==> src/rtl/phs_pkg.sv <==
// Shared definitions for the pulse handshake sender: FSM state encoding and
// default parameter values.
package phs_pkg;

    typedef enum logic [1:0] {
        PHS_IDLE    = 2'd0,
        PHS_REQ     = 2'd1,
        PHS_RELEASE = 2'd2
    } phs_state_e;

    localparam int PHS_CNT_W_DEF       = 4;
    localparam int PHS_SYNC_STAGES_DEF = 2;
    localparam int PHS_TIMEOUT_W_DEF   = 8;

endpackage

==> src/rtl/sync_chain.sv <==
// N-flop synchronizer for a single asynchronous input, cleared asynchronously
// by an active-low reset. The output is the last flop of the chain.
module sync_chain #(
    parameter int N = 2
) (
    input  logic clk_i,
    input  logic rst_ni,
    input  logic d_i,
    output logic q_o
);

    logic [N-1:0] sync_q;

    always_ff @(posedge clk_i or negedge rst_ni) begin
        if (!rst_ni) begin
            sync_q <= '0;
        end else begin
            sync_q <= {sync_q[N-2:0], d_i};
        end
    end

    assign q_o = sync_q[N-1];

endmodule

==> src/rtl/pulse_handshake_sender.sv <==
// Source end of the cross-clock event path: counts event pulses and sends each
// as a four-phase req/ack handshake. Define PHS_TIMEOUT_EN to abandon stalled handshakes.
module pulse_handshake_sender
    import phs_pkg::*;
#(
    parameter int CNT_W       = PHS_CNT_W_DEF,
    parameter int SYNC_STAGES = PHS_SYNC_STAGES_DEF,
    parameter int TIMEOUT_W   = PHS_TIMEOUT_W_DEF
) (
    input  logic             inclk,
    input  logic             reset_n,
    input  logic             event_in,
    input  logic             ack_in,
    input  logic             clear_ovf,
    output logic             req_out,
    output logic             busy,
    output logic [CNT_W-1:0] pending,
    output logic             overflow
`ifdef PHS_TIMEOUT_EN
    ,
    output logic             timeout
`endif
);

    generate
        if (SYNC_STAGES < 2 || TIMEOUT_W < 1 || CNT_W < 1) begin : g_param_check
            $error("pulse_handshake_sender: illegal parameter value");
        end
    endgenerate

    logic             ack_s;
    phs_state_e       state_q;
    logic             req_q;
    logic [CNT_W-1:0] pending_q, pending_d;
    logic             ovf_q, ovf_d;
    logic             launch;

    sync_chain #(
        .N(SYNC_STAGES)
    ) u_ack_sync (
        .clk_i (inclk),
        .rst_ni(reset_n),
        .d_i   (ack_in),
        .q_o   (ack_s)
    );

    assign launch = (state_q == PHS_IDLE) && (pending_q != '0);

    // A set caused by a dropped event overrides a simultaneous clear.
    always_comb begin
        pending_d = pending_q;
        ovf_d     = ovf_q;
        if (clear_ovf) begin
            ovf_d = 1'b0;
        end
        if (event_in && !launch) begin
            if (pending_q == '1) begin
                ovf_d = 1'b1;
            end else begin
                pending_d = pending_q + CNT_W'(1);
            end
        end else if (launch && !event_in) begin
            pending_d = pending_q - CNT_W'(1);
        end
    end

`ifdef PHS_TIMEOUT_EN
    logic [TIMEOUT_W-1:0] timer_q;
    logic                 timeout_q;
`endif

    always_ff @(posedge inclk or negedge reset_n) begin
        if (!reset_n) begin
            state_q   <= PHS_IDLE;
            req_q     <= 1'b0;
            pending_q <= '0;
            ovf_q     <= 1'b0;
`ifdef PHS_TIMEOUT_EN
            timer_q   <= '0;
            timeout_q <= 1'b0;
`endif
        end else begin
            pending_q <= pending_d;
            ovf_q     <= ovf_d;
            case (state_q)
                PHS_IDLE: begin
                    if (launch) begin
                        state_q <= PHS_REQ;
                        req_q   <= 1'b1;
                    end
                end
                PHS_REQ: begin
                    if (ack_s) begin
                        state_q <= PHS_RELEASE;
                        req_q   <= 1'b0;
                    end
                end
                PHS_RELEASE: begin
                    if (!ack_s) begin
                        state_q <= PHS_IDLE;
                    end
                end
                default: begin
                    state_q <= PHS_IDLE;
                    req_q   <= 1'b0;
                end
            endcase
`ifdef PHS_TIMEOUT_EN
            // Written after the case so an expired timer overrides any transition.
            timeout_q <= 1'b0;
            if (state_q == PHS_IDLE) begin
                timer_q <= '0;
            end else if (timer_q == '1) begin
                state_q   <= PHS_IDLE;
                req_q     <= 1'b0;
                timeout_q <= 1'b1;
                timer_q   <= '0;
            end else if ((state_q == PHS_REQ && ack_s) ||
                         (state_q == PHS_RELEASE && !ack_s)) begin
                timer_q <= '0;
            end else begin
                timer_q <= timer_q + TIMEOUT_W'(1);
            end
`endif
        end
    end

    assign req_out  = req_q;
    assign pending  = pending_q;
    assign overflow = ovf_q;
    assign busy     = (state_q != PHS_IDLE) || (pending_q != '0);
`ifdef PHS_TIMEOUT_EN
    assign timeout  = timeout_q;
`endif

endmodule
==> config.mk <==
export PLATFORM = sky130hd
export DESIGN_NAME = pulse_handshake_sender
export DESIGN_NICKNAME = d
export VERILOG_FILES = /design/src/rtl/phs_pkg.sv /design/src/rtl/sync_chain.sv /design/src/rtl/pulse_handshake_sender.sv
export SDC_FILE = /design/constraint.sdc
export NUM_CORES = 1
export LEC_CHECK = 0
export BUFFER_PORTS_ARGS = -buffer_cell sky130_fd_sc_hd__clkbuf_2
export CORE_MARGIN = 2
export CORE_UTILIZATION = 32
export DETAILED_ROUTE_END_ITERATION = 7
export PLACE_DENSITY = 0.65
export RECOVER_POWER = 100
export SYNTH_ARGS = -nofsm -noshare
export SYNTH_HDL_FRONTEND = slang
export SYNTH_HIERARCHICAL = 1
export SYNTH_SLANG_ARGS = --single-unit
export TNS_END_PERCENT = 1
==> constraint.sdc <==
create_clock -name inclk -period 2.15 [get_ports inclk]
set_clock_uncertainty 0.05 [all_clocks]
set_input_delay 0.43 -clock inclk [delete_from_list [all_inputs] [get_ports inclk]]
set_output_delay 0.43 -clock inclk [all_outputs]
set_load 0.01 [all_outputs]
Word level (Yosys, flattened, before mapping)
Index checks and enable logic that the tools add are counted.

Word-level logic and storage cells: 41. Output and inout port bits: 7. Register bits: 10.

Reductions and logical operators: 13. Add/sub/neg operators: 2. Equality and inequality tests: 7. Bitwise operators: 1. Muxes and demuxes: 13.

Operator list (number): two-way mux 4 bit (3); two-way mux 2 bit (3); != test 2 bit (second input constant) (3); case mux 2 bit (3 select lines) (1); AND reduction 3 bit (2); two-way mux 1 bit (5); adder 4 x 1 -> 4 bit (second input constant) (1); equality test 4 bit (second input constant) (1); nonzero test 2 bit (2); nonzero test 4 bit (1); subtractor 4 x 1 -> 4 bit (second input constant) (1); logical AND 1 bit (3); case mux 1 bit (3 select lines) (1); equality test 2 x 1 -> 1 bit (second input constant) (1); equality test 2 bit (second input constant) (1); zero test 1 bit (2); zero test 2 bit (1); != test 2 x 1 -> 1 bit (second input constant) (1); AND reduction 2 bit (1); logical OR 1 bit (1); inverter 1 bit (1).

Depth between registers and ports, before layout
Depth in word-level cells: 6. Gate-level depth with buffers: 9. Gate-level depth less buffers: 9.

Hierarchy
The synthesis kept the hierarchy.

By module, submodules not included: pulse_handshake_sender (times used 1, area an instance 462.9 µm², sequential area each 200.2 µm², cells each 44); sync_chain (times used 1, area an instance 50.0 µm², sequential area each 50.0 µm², cells each 2).

Worst setup path after synthesis
Ideal clock, no wire load.

Kind: reg-to-reg. From: register pending_q[1], in the netlist pending[1]. To: register pending_q[3], in the netlist pending[3]. Period minus slack after synthesis: 2215 ps. Data arrival time: 2029 ps. Slack: -65 ps. Data required time: 1964 ps. Setup time: 136 ps. Stages on the path, launching flop included: 8. Cell sequence: dfrtp_1 -> nor4_2 -> or2_4 -> nand2_1 -> ha_1 -> a2111oi_2 -> o21bai_1 -> a22oi_1.

Longest elaborated chain between the ends: 6. Elaborated cells between the ends (all ways): 14. Classes of those cells: 2 x add/sub; 2 x eq/ne; 3 x mux; 7 x reduce/logical.

Ends and longest elaborated chain: start: declaration (line pulse_handshake_sender.sv:34) `logic [CNT_W-1:0] pending_q, pending_d;`; start signal: assignment (line pulse_handshake_sender.sv:83) `pending_q <= pending_d;`; branches (longest 6 deep; another with subtractor 4 x 1 -> 4 bit).

Parallel ways; which one is timed is not known. The select of a mux whose other input is x is not followed. A chain may end at the register's enable or synchronous reset.

Worst setup path after layout
Ends and elaborated chain as after synthesis.

==> flow_summary.ini <==
[die]
start_util_pct = 34.1
fp.dieH_um = 44.0
pin_count = 12
die_area_um2 = 1940
rows = 14
die_w_um = 44.0
core_area_um2 = 1510

[synthesis]
netlist_area_um2 = 513
synth_seq_area_share_pct = 48.8
ys_ff_latch = 10
synth_fp_nets = 53
ys.flop_type = dfrtp_1
postSynthAreaPerCell_um2 = 11.2
synthTopCellsByCount = dfrtp_1, nor2_1, a21oi_1
synth.most_common_cell = dfrtp_1
async_reset_ff_share_pct = 100
yosysTopAreaCell = dfrtp_1
synth_cell_types = 25
synth_area_leaders = dfrtp_1, ha_1, mux2_2
synth_top_area_share_pct = 48.8
synth_edf_count = 0
syn_inst = 46
yosys_warnings = 6

[min_path]
hold_depth = 1
hold_start = ack_in
holdPathEnd = u_ack_sync/sync_q[0]
worstHoldPathType = in -> reg

[cells_and_area]
antenna_cells = 0
fin_util_pct = 46.8
final_nets = 78
final_layout_size_suffix_gt1_share_pct = 40.0
area_delta_synth_final_pct = 37.3
fin_area_um2 = 704

[worst_setup_path]
crit_type = reg -> reg
critPathRequiredTime_ps = 2260
timing.rr.end = pending[3]
startpoint_type = register
cp-end-kind = register
path_max_fanout = 4
rrSetupSlack_ps = 90
worstReg2RegStart = pending[1]
worst_r2r_path_depth = 7
arrival_ps = 2170

[pwr]
p_per_area_nw_per_um2 = 1620
power_leakage_nw = 0.301
peakVddDrop_mv = 0.683

[timing]
tns_ps = 0
worst_pin_slew_ps = 543
fin_crit_sh_pct = 96.0
period_minus_slack_ps = 2060
hold_viol_final = 0
drv_slew = 0
rsz0062_at_grt = yes
hold_slack_ps = 225
relSlewSlack_pct = 63.8
clock.fmax_ghz = 0.485
setup_ws_ps = 86.8
setup_viol = 0

[placement]
gp_congestion = 0.772
numPortBuffers = 11
place_ws_ps = 76.8
hpwl_um = 747
dpl_cell_area_um2 = 651

[global_route]
antenna_found_initial = 0
overflow = 0
track_usage_pct = 12.1
grt_pass1_wl_mm = 1.66
first_global_vias = 392
grt_max_degree = 11

[route]
ant_nets = 0
dr.pass1.iters = 1
drt_iter0_drc = 0
drt_wl_total_mm = 1.05
via_per_inst = 4.81
drt_drc_violations_left = 0
vias = 414
wl_per_cell_um = 12.2

[job]
maxCapViolCount = 0

[status]
status = finished clean

[cts]
clock_path_buffers = 2
cts_sinks = 10
cts_tree = done
cts_buffers = 3
htree_levels = 1
root_buffer = clkbuf_4
clk_latency_ps = 270
cts.clk_slew.worst_paths_ps = 80
## cells in the final DEF, fill, tap and decap left out
master	n
xnor2_1	1
or2_4	1
clkbuf_4	3
clkbuf_1	6
a21oi_2	1
maj3_2	1
buf_4	7
nand2_1	2
nand4_1	1
dfrtp_2	1
o22ai_1	1
nor2_2	1
ha_1	2
clkbuf_2	7
nor2_1	4
inv_1	1
or2_1	2
nand2b_1	1
o21bai_1	1
dlygate4sd3_1	1
a21oi_1	2
dfrtp_1	9
o21ai_0	1
nor2b_1	1
nor4_4	1
a2111oi_4	1
a22oi_1	1
mux2i_1	1
mux2_2	2
xor2_1	2
o21ai_2	2
nand3_1	1
and2_1	1
## critical path, cell delays in order (launching register included)
cell and delay [ps]:
dfrtp_2 420, nor4_4 280, or2_4 180, nand2_1 70, ha_1 360, a2111oi_4 330, o21bai_1 160, a22oi_1 90
## registers in the layout, summed over array words and instances (netlist names)
register	cells
state_q	2
req_out	1
pending	4
u_ack_sync/sync_q	2
overflow	1
## how the worst max path moves through the flow
stage,from,end,slack [ps]
final,pending[1],pending[3],90
after global routing,pending[1],pending[3],-20
after CTS,pending[1],pending[3],70
after detailed placement,pending[1],pending[3],80
after global placement,pending[1],pending[3],100
after floorplan,pending[0],pending[3],7
## per-stage QoR
| step | instances | power, W |
|---|---|---|
| after global placement | 80 | 0.000949 |
| after CTS | 85 | 0.00111 |
| final | 86 | 0.00114 |
| after detailed placement | 80 | 0.000959 |
| after global routing | 86 | 0.00124 |
| after floorplan | 46 | 0.000745 |
## per-layer routing
layer	part of all wire, %	global-route usage [%]
met1	48	15.1
met2	45	18.2
met3	5.0	1.22
met4	1.3	10.9
met5	0	0
## what timing repair did
action                                  CTS  global route
endpoints found under the setup margin    0             2
hold buffers                              1             0
endpoints found under the hold margin    10             0
gates resized for setup                   0             3
buffers inserted                          0             1
## cell families after synthesis
group / after synthesis / synth area share (%)
and+or+nand+nor: 16 / 17.6
AOI/OAI and AO/OA: 10 / 14.4
DFF: 10 / 48.8
xor gates and xnor gates: 3 / 5.12
muxes: 3 / 6.34
adders and majority gates: 3 / 7.07
buffers and inverters: 1 / 0.731
## area by class of cell
class	instances	area, um^2
tap	16	20.0
multi-input combinational	35	287
clock buffer	4	26.3
timing repair buffer	20	116
inverter	1	3.75
fill	155	802
sequential	10	251
## where the power goes
group	total, W	internal, W	switching, W	leakage, nW
clock	0.000139	0.0000716	0.0000674	0.0150
combinational	0.000671	0.000339	0.000332	0.168
sequential	0.000334	0.000267	0.0000671	0.118
total	0.00114	0.000677	0.000467	0.301
(Power assumes the default switching activity.)
